$ cat config.mk
export PLATFORM = sky130hd
export DESIGN_NAME = mem_stage_ctrl
export DESIGN_NICKNAME = d
export VERILOG_FILES = /design/src/rtl/mem_ctrl_pkg.sv /design/src/rtl/mem_lane_align.sv /design/src/rtl/mem_stage_ctrl.sv
export SDC_FILE = /design/constraint.sdc
export NUM_CORES = 1
export LEC_CHECK = 0
export CAP_MARGIN = 15
export CORE_MARGIN = 3
export CORE_UTILIZATION = 30
export DETAILED_ROUTE_END_ITERATION = 7
export SYNTH_ARGS = -nofsm -noshare
export SYNTH_HDL_FRONTEND = slang
export SYNTH_SLANG_ARGS = --single-unit
$ cat constraint.sdc
create_clock -name clk -period 2 [get_ports clk]
set_input_delay 0.4 -clock clk [delete_from_list [all_inputs] [get_ports clk]]
set_output_delay 0.4 -clock clk [all_outputs]
set_load 0.02 [all_outputs]
$ cat src/rtl/mem_ctrl_pkg.sv
// mem_ctrl_pkg -- shared types and helpers for the M-stage data-memory
// controller.
//   state_t      : controller FSM states (IDLE / REQ / DONE)
//   size_t       : access size decoded from the byte enables
//   BE_*         : legal byte-enable patterns
//   be_is_legal  : 1 when a byte-enable pattern is one of the legal ones
//   be_to_size   : byte enables -> access size (illegal patterns map to WORD)
//   be_low_lane  : index of the lowest enabled byte lane
package mem_ctrl_pkg;

  typedef enum logic [1:0] {
    IDLE = 2'd0,
    REQ  = 2'd1,
    DONE = 2'd2
  } state_t;

  typedef enum logic [1:0] {
    BYTE = 2'd0,
    HALF = 2'd1,
    WORD = 2'd2
  } size_t;

  localparam logic [3:0] BE_B0 = 4'b0001;
  localparam logic [3:0] BE_B1 = 4'b0010;
  localparam logic [3:0] BE_B2 = 4'b0100;
  localparam logic [3:0] BE_B3 = 4'b1000;
  localparam logic [3:0] BE_H0 = 4'b0011;
  localparam logic [3:0] BE_H1 = 4'b1100;
  localparam logic [3:0] BE_W  = 4'b1111;

  function automatic logic be_is_legal(input logic [3:0] be);
    logic ok;
    case (be)
      BE_B0, BE_B1, BE_B2, BE_B3,
      BE_H0, BE_H1, BE_W: ok = 1'b1;
      default:            ok = 1'b0;
    endcase
    return ok;
  endfunction

  function automatic size_t be_to_size(input logic [3:0] be);
    size_t sz;
    case (be)
      BE_B0, BE_B1, BE_B2, BE_B3: sz = BYTE;
      BE_H0, BE_H1:               sz = HALF;
      default:                    sz = WORD;
    endcase
    return sz;
  endfunction

  function automatic logic [1:0] be_low_lane(input logic [3:0] be);
    logic [1:0] lane;
    if (be[0])      lane = 2'd0;
    else if (be[1]) lane = 2'd1;
    else if (be[2]) lane = 2'd2;
    else            lane = 2'd3;
    return lane;
  endfunction

endpackage

$ cat src/rtl/mem_lane_align.sv
// mem_lane_align -- purely combinational byte-lane steering.
//   be        in  4   byte enables of the access
//   ld_signed in  1   1 = sign-extend loads, 0 = zero-extend
//   st_data   in  32  LSB-justified store data
//   ld_raw    in  32  raw word returned by the bus
//   st_lanes  out 32  store data replicated onto every lane
//   ld_data   out 32  load data shifted down from the lowest enabled lane
//                     and extended to 32 bits
module mem_lane_align
  import mem_ctrl_pkg::*;
(
  input  logic [3:0]  be,
  input  logic        ld_signed,
  input  logic [31:0] st_data,
  input  logic [31:0] ld_raw,
  output logic [31:0] st_lanes,
  output logic [31:0] ld_data
);

  size_t       size;
  logic [1:0]  lane;
  logic [31:0] shifted;

  always_comb begin
    size     = be_to_size(be);
    lane     = be_low_lane(be);
    shifted  = ld_raw >> {lane, 3'b000};
    st_lanes = st_data;
    ld_data  = shifted;
    case (size)
      BYTE: begin
        st_lanes = {4{st_data[7:0]}};
        ld_data  = {{24{ld_signed & shifted[7]}}, shifted[7:0]};
      end
      HALF: begin
        st_lanes = {2{st_data[15:0]}};
        ld_data  = {{16{ld_signed & shifted[15]}}, shifted[15:0]};
      end
      default: ;
    endcase
  end

endmodule

$ cat src/rtl/mem_stage_ctrl.sv
// mem_stage_ctrl -- data-memory access controller behind the M stage.
// Takes one M-stage load/store, runs a valid/ack cycle on the data bus and
// holds the pipeline until the access completes.
//   clk, reset            clock; synchronous active-low reset
//   MemWriteM, MemtoRegM  store / load request (store wins if both set)
//   LoadSignedM           sign-extend loads
//   ByteEnM               lane enables (legal: single byte, aligned half, word)
//   ALUResultM            byte address
//   WriteDataM            LSB-justified store data
//   ReadDataM             aligned, extended load data, valid in DONE
//   StallM                freezes the pipeline registers
//   MemErrM               one-cycle error pulse in DONE
//   bus_req/we/addr/wdata/be   bus request side
//   bus_ack/err/rdata          bus response side (err/rdata qualified by ack)
// Build option MEM_TIMEOUT_EN: adds output MemTimeoutSticky; an unanswered
// request is abandoned with an error after TIMEOUT_CYCLES REQ cycles.
module mem_stage_ctrl
  import mem_ctrl_pkg::*;
#(
  parameter int unsigned TIMEOUT_CYCLES = 255
)
(
  input  logic        clk,
  input  logic        reset,
  input  logic        MemWriteM,
  input  logic        MemtoRegM,
  input  logic        LoadSignedM,
  input  logic [3:0]  ByteEnM,
  input  logic [31:0] ALUResultM,
  input  logic [31:0] WriteDataM,
  output logic [31:0] ReadDataM,
  output logic        StallM,
  output logic        MemErrM,
  output logic        bus_req,
  output logic        bus_we,
  output logic [31:0] bus_addr,
  output logic [31:0] bus_wdata,
  output logic [3:0]  bus_be,
  input  logic        bus_ack,
  input  logic        bus_err,
  input  logic [31:0] bus_rdata
`ifdef MEM_TIMEOUT_EN
  ,
  output logic        MemTimeoutSticky
`endif
);

  state_t      state, state_n;
  logic        access;
  logic        be_ok;
  logic        cap_req;
  logic        cap_illegal;
  logic        cap_ack;
  logic        tmo_hit;

  logic        h_we;
  logic        h_load;
  logic        h_signed;
  logic        h_err;
  logic [3:0]  h_be;
  logic [31:0] h_addr;
  logic [31:0] h_wdata;
  logic [31:0] h_rdata;

  logic [31:0] st_lanes;
  logic [31:0] ld_data;

  // Word-aligned bus: the two address LSBs are carried by the byte enables.
  logic        unused_addr_lsb;
  assign unused_addr_lsb = ^ALUResultM[1:0];

  assign access = MemWriteM | MemtoRegM;
  assign be_ok  = be_is_legal(ByteEnM);

`ifdef MEM_TIMEOUT_EN
  logic [31:0] wait_cnt;

  always_ff @(posedge clk) begin
    if (!reset) begin
      wait_cnt <= '0;
    end else if (cap_req) begin
      wait_cnt <= '0;
    end else if (state == REQ && !bus_ack) begin
      wait_cnt <= wait_cnt + 32'd1;
    end
  end

  assign tmo_hit = (state == REQ) && !bus_ack && (wait_cnt == TIMEOUT_CYCLES - 1);

  always_ff @(posedge clk) begin
    if (!reset) begin
      MemTimeoutSticky <= 1'b0;
    end else if (tmo_hit) begin
      MemTimeoutSticky <= 1'b1;
    end
  end
`else
  assign tmo_hit = 1'b0;
`endif

  always_ff @(posedge clk) begin
    if (!reset) begin
      state <= IDLE;
    end else begin
      state <= state_n;
    end
  end

  always_comb begin
    state_n     = state;
    StallM      = 1'b0;
    bus_req     = 1'b0;
    cap_req     = 1'b0;
    cap_illegal = 1'b0;
    cap_ack     = 1'b0;
    case (state)
      IDLE: begin
        if (access) begin
          StallM = 1'b1;
          if (be_ok) begin
            cap_req = 1'b1;
            state_n = REQ;
          end else begin
            // Illegal enables never reach the bus; report straight away.
            cap_illegal = 1'b1;
            state_n     = DONE;
          end
        end
      end
      REQ: begin
        bus_req = 1'b1;
        StallM  = 1'b1;
        if (bus_ack) begin
          cap_ack = 1'b1;
          state_n = DONE;
        end else if (tmo_hit) begin
          state_n = DONE;
        end
      end
      DONE: begin
        state_n = IDLE;
      end
      default: begin
        state_n = IDLE;
      end
    endcase
  end

  // Holding registers: request fields are frozen for the whole REQ phase,
  // response fields are frozen for the DONE cycle.
  always_ff @(posedge clk) begin
    if (!reset) begin
      h_we     <= 1'b0;
      h_load   <= 1'b0;
      h_signed <= 1'b0;
      h_err    <= 1'b0;
      h_be     <= '0;
      h_addr   <= '0;
      h_wdata  <= '0;
      h_rdata  <= '0;
    end else if (cap_req) begin
      h_we     <= MemWriteM;
      h_load   <= MemtoRegM & ~MemWriteM;
      h_signed <= LoadSignedM;
      h_err    <= 1'b0;
      h_be     <= ByteEnM;
      h_addr   <= {ALUResultM[31:2], 2'b00};
      h_wdata  <= WriteDataM;
    end else if (cap_illegal) begin
      h_load <= 1'b0;
      h_err  <= 1'b1;
    end else if (cap_ack) begin
      h_rdata <= bus_rdata;
      h_err   <= bus_err;
    end else if (tmo_hit) begin
      h_err <= 1'b1;
    end
  end

  mem_lane_align u_align (
    .be        (h_be),
    .ld_signed (h_signed),
    .st_data   (h_wdata),
    .ld_raw    (h_rdata),
    .st_lanes  (st_lanes),
    .ld_data   (ld_data)
  );

  assign bus_we    = h_we;
  assign bus_addr  = h_addr;
  assign bus_be    = h_be;
  assign bus_wdata = st_lanes;

  assign ReadDataM = (state == DONE && h_load && !h_err) ? ld_data : '0;
  assign MemErrM   = (state == DONE) && h_err;

endmodule

# == Word level (Yosys, flattened, before mapping) ==
# Index checks and enable logic that the tools add are counted.
# word_totals
ff_bits,104
output_inout_bits,104
# op_classes
n_eq_ne,18
shifts,1
mux,27
bitwise,8
n_reduce_logical,14
# ops
operator,count
one-hot mux 32 bit (2 select lines),2
two-way mux 32 bit,1
right shift 32 x 5 -> 32 bit,1
"equality test 4 bit, second input constant",5
"equality test 4 x 2 -> 1 bit, second input constant",4
two-way mux 1 bit,16
two-way mux 2 bit,5
"equality test 4 x 1 -> 1 bit, second input constant",2
"equality test 4 x 3 -> 1 bit, second input constant",2
one-hot mux 2 bit (2 select lines),2
OR reduction 7 bit,1
"equality test 2 x 1 -> 1 bit, second input constant",2
zero test 2 bit,2
"!= test 2 bit, second input constant",2
inverter 1 bit,4
nonzero test 2 bit,2
OR reduction 2 bit,2
OR reduction 4 bit,1
bitwise AND 1 bit,3
logical AND 1 bit,3
AND reduction 3 bit,1
"equality test 2 bit, second input constant",1
one-hot mux 1 bit (2 select lines),1
AND reduction 2 bit,1
other kinds (2),2

# == Logic depth before layout (Yosys ltp) ==
# depth
depth_word,8
ltp_mapped,7
mapped_depth_nobuf,4

# == Modules after synthesis ==
# Synthesis repeated with hierarchy kept, for this count alone.
# unflattened
hier_cells,674
area_unflattened_um2,5556.6
# by_module_without_submodules
mod,n_inst,cells_per_inst,area_per_inst_um2,seq_area_each_um2
mem_stage_ctrl,1,503,4246.6,2082.0
mem_lane_align,1,171,1310.0,0.0

# == Worst setup path before layout ==
# Ideal clock, no wire load.
# synth_timing
path_type,register to output
start,"register h_be[0], in the netlist bus_be[0]"
end,output port ReadDataM[22]
arrival_time_ns,1.828
required_ns,1.600
setup_slack_ns,-0.228
path_stages_with_launch,7
cell_sequence,dfxtp_1 -> buf_4 -> nor4b_4 -> a211o_2 -> nand3_2 -> buf_4 -> a21oi_1
# synth_between
elab_chain_len,6
elab_cells_between_ends,17
cone_classes,eq/ne (7); shift (1); mux (4); bitwise (2); reduce/logical (3)
# synth_rtl
item,line,rtl
"start, declared",mem_stage_ctrl.sv:60,logic [3:0] h_be;
"start signal, assigned",mem_stage_ctrl.sv:166,h_be <= ByteEnM;
"equality test 4 x 1 -> 1 bit, or another cell as far along",mem_ctrl_pkg.sv:43,case (be)
OR reduction 4 bit or OR reduction 2 bit (tied branches),mem_ctrl_pkg.sv:43,
one-hot mux 2 bit (2 select lines),mem_ctrl_pkg.sv:43,
equality test 2 x 1 -> 1 bit or zero test 2 bit (tied branches),mem_lane_align.sv:30,case (size)
one-hot mux 32 bit (2 select lines) (*),mem_lane_align.sv:30,
two-way mux 32 bit (*),mem_stage_ctrl.sv:194,assign ReadDataM = (state == DONE && h_load && !h_err) ? ld_data : '0;
"end, declared",mem_stage_ctrl.sv:31,"output logic [31:0] ReadDataM,"
# Every way passes the cells marked *; elsewhere a longest branch is shown, timed or not.

# == Worst setup path in the final report ==
# layout_timing
start,"register h_be[2], in the netlist bus_be[2]"
end,output port bus_wdata[29]
# layout_between
elab_chain_len,5
elab_cells_between_ends,12
cone_classes,eq/ne (7); mux (2); reduce/logical (3)
# layout_rtl
item,line,rtl
"equality test 4 x 1 -> 1 bit, or another cell as far along",mem_ctrl_pkg.sv:43,
OR reduction 4 bit or OR reduction 2 bit (tied branches),mem_ctrl_pkg.sv:43,
one-hot mux 2 bit (2 select lines) (*),mem_ctrl_pkg.sv:43,
equality test 2 x 1 -> 1 bit or zero test 2 bit (tied branches),mem_lane_align.sv:30,
one-hot mux 32 bit (2 select lines) (*),mem_lane_align.sv:30,
"end, declared",mem_stage_ctrl.sv:37,"output logic [31:0] bus_wdata,"
# Marked as above.

==> flow_summary.json <==
{
  "status": "finished with violations",
  "violations": "negative setup slack",
  "setup_viol": 56,
  "cts_tree": "done",
  "grt_max_degree": 87,
  "netlist_area_sq_um": 5540,
  "h-tree-depth": 3,
  "drive_gt1_share_pct": 26.0,
  "final_common_cell": "nand2_1",
  "syn_to_final_growth_pct": 68.5,
  "ys_ff_latch": 104,
  "fillers": 1721,
  "synth.distinct_cells": 51,
  "arrival_ps": 2040,
  "regArea_sq_um": 2100,
  "final_cell_mix": "240 x nand2_1, 142 x clkdlybuf4s50_1, 100 x dfxtp_1",
  "required_ps": 1600,
  "gp_congestion": 0.856,
  "worstPathBufferInverterCount": 4,
  "critPathTopFamily": "buffers and inverters",
  "fin_crit_sh_pct": 122,
  "ys_seq_area_share_pct": 37.6,
  "avgSynthCellArea_sq_um": 7.91,
  "synthArstFlopShare_pct": 0,
  "antenna_found_initial": 0,
  "postSynthCellCount": 701,
  "start_util_pct": 30.7,
  "path_class": "reg -> out",
  "vias": 5779,
  "drcViolationCount": 0,
  "hpwl_um": 13400,
  "crit_fanout": 11,
  "grt-ovfl-total": 0,
  "clk_pin_slew_ps": 80,
  "gr-usage-all-layers_pct": 17.7,
  "layout.nets": 1076,
  "grt_pass1_wl_um": 28900,
  "grt_pass1_vias": 5602,
  "wl_per_cell_um": 15.5,
  "io_pins": 211,
  "design.die.area_sq_um": 20100,
  "ir_drop_mv": 0.366,
  "viasPerCell": 4.80,
  "rsz0062_at_grt": "yes",
  "placed_area_sq_um": 8500,
  "worst_hold_path_type": "in -> reg",
  "portBuffers": 206,
  "die_h_um": 142,
  "fp.dieW_um": 142,
  "cts_inserted_buffers": 9,
  "finalInstanceArea_sq_um": 9340,
  "row_count": 49,
  "cts.sinks": 104,
  "fin_skew_ps": 6.03,
  "final_util_pct": 51.8,
  "routed_wl_um": 18600,
  "diodes": 0,
  "synth_edf_count": 0,
  "drt-pass1-iter-count": 4,
  "cts-root-buf": "clkbuf_16",
  "synth_top_area_cell": "dfxtp_1",
  "post-route-min-period_ps": 2440,
  "crit_chain": "buf_4 -> buf_12 -> nor4bb_4 -> a31o_4 -> buf_4 -> a221o_1 -> buf_2",
  "setup.worst_path.end_class": "output pin",
  "finalHoldViolations": 0,
  "max_freq_ghz": 0.409,
  "synth.area.top_cells": "dfxtp_1 38%, nand2_1 16%, mux2i_1 12%",
  "cap_violations": 0,
  "startpoint_type": "flop",
  "slowest_delay_ps": 370,
  "core-area_sq_um": 18000,
  "clkLatencyLatePin_ps": 340,
  "fin_ws_ps": -442,
  "clockBufferDepth": 2,
  "leakage_nw": 3.71,
  "yosysWarningCount": 0,
  "synth_top_area_share_pct": 37.6,
  "slowest_stage": "dfxtp_4",
  "critPathMostFrequentCell": "buf_4",
  "synth_ff_type": "dfxtp_1",
  "slew_viol_final": 0,
  "powerDensity_nw_per_um2": 702,
  "antenna_left": 0,
  "initialDrtViolationCount": 210,
  "multi_input_area_sq_um": 3420
}
[through the flow]
step / TNS, ps / setup WS (ps) / power (mW) / hold WS [ps] / std cells
after global placement: -30280 / -502 / 4.29 / 441 / 1162
after CTS: -20230 / -456 / 6.44 / 323 / 1191
after detailed placement: -33920 / -510 / 4.30 / 446 / 1162
final: -20230 / -442 / 6.56 / 336 / 1203
after global routing: -24120 / -515 / 6.86 / 329 / 1203
after floorplan: -1080 / -94.6 / 3.39 / 431 / 702
[area by class of cell]
cell class | instances | area share [%]
clock buffer | 11 | 2.49
tap | 229 | 3.07
inverter | 17 | 0.684
multi-input combinational | 518 | 36.7
clock inverter | 5 | 0.925
timing repair buffer | 319 | 33.7
sequential | 104 | 22.5
[logic make-up after synthesis]
family,after synthesis,synth area share [%]
and+or+nand+nor,280,21.5
muxes,76,13.9
xor gates and xnor gates,2,0.452
DFF,104,37.6
buffers and inverters,80,7.59
AOI/OAI and AO/OA,158,18.9
other,1,0.0677
[worst min-delay path, cell delays in order]
cell and delay, ps:
buf_4 150, nand2_1 60, a21oi_1 30
[path summary, 6_finish.rpt]
check | startpoint | endpoint | slack, ps | depth (start not counted)
setup / recovery | bus_be[2] | bus_wdata[29] | -440 | 7
hold reg to reg | bus_addr[22] | bus_addr[22] | 460 | 2
setup reg to reg | state[1] | bus_addr[15] | 360 | 6
hold / removal | reset | state[1] | 340 | 3
[Yosys cell counts (3+ instances only)]
library cell	n
nand2_1	240
dfxtp_1	104
mux2i_1	67
a21oi_1	66
clkbuf_1	29
buf_4	21
inv_1	16
and2_1	12
o21a_1	12
o21ai_1	10
a221o_1	9
o21ai_0	9
a211oi_1	8
a21o_1	8
buf_2	8
o221ai_1	8
a211o_1	7
mux2_2	7
o211ai_1	7
nor2_1	5
buf_6	4
nor2b_1	4
nor2_2	3
nor3_1	3
[where the power goes]
part           leakage (nW)  total, mW  switching, mW  internal (mW)
Combinational          2.70       2.28           1.06           1.22
Sequential            0.851       2.33          0.111           2.22
Clock                 0.155       1.95          0.837           1.11
[metal layers]
metal / track usage (%) / share of wire (%) / up-vias
met1: 22.5 / 43 / 2684
met3: 5.66 / 8.1 / 16
li1: - / - / 2905
met5: 0 / 0 / -
met4: 5.35 / 1.4 / 0
met2: 28.9 / 47 / 174
[registers in the layout, summed over array words and instances (netlist names)]
register  cells
h_load        1
h_wdata      32
bus_addr     30
h_err         1
state         2
h_signed      1
bus_be        4
bus_we        1
h_rdata      32
[what timing repair did]
item / in CTS / in global routing
setup endpoints to repair: 62 / 56
cloned: 1 / 2
pin swaps: 23 / 34
buffers inserted: 12 / 10
gates resized for setup: 308 / 76
hold endpoints to repair: 0 / 0
hold buffers: 0 / 0
(Power assumes the default switching activity.)
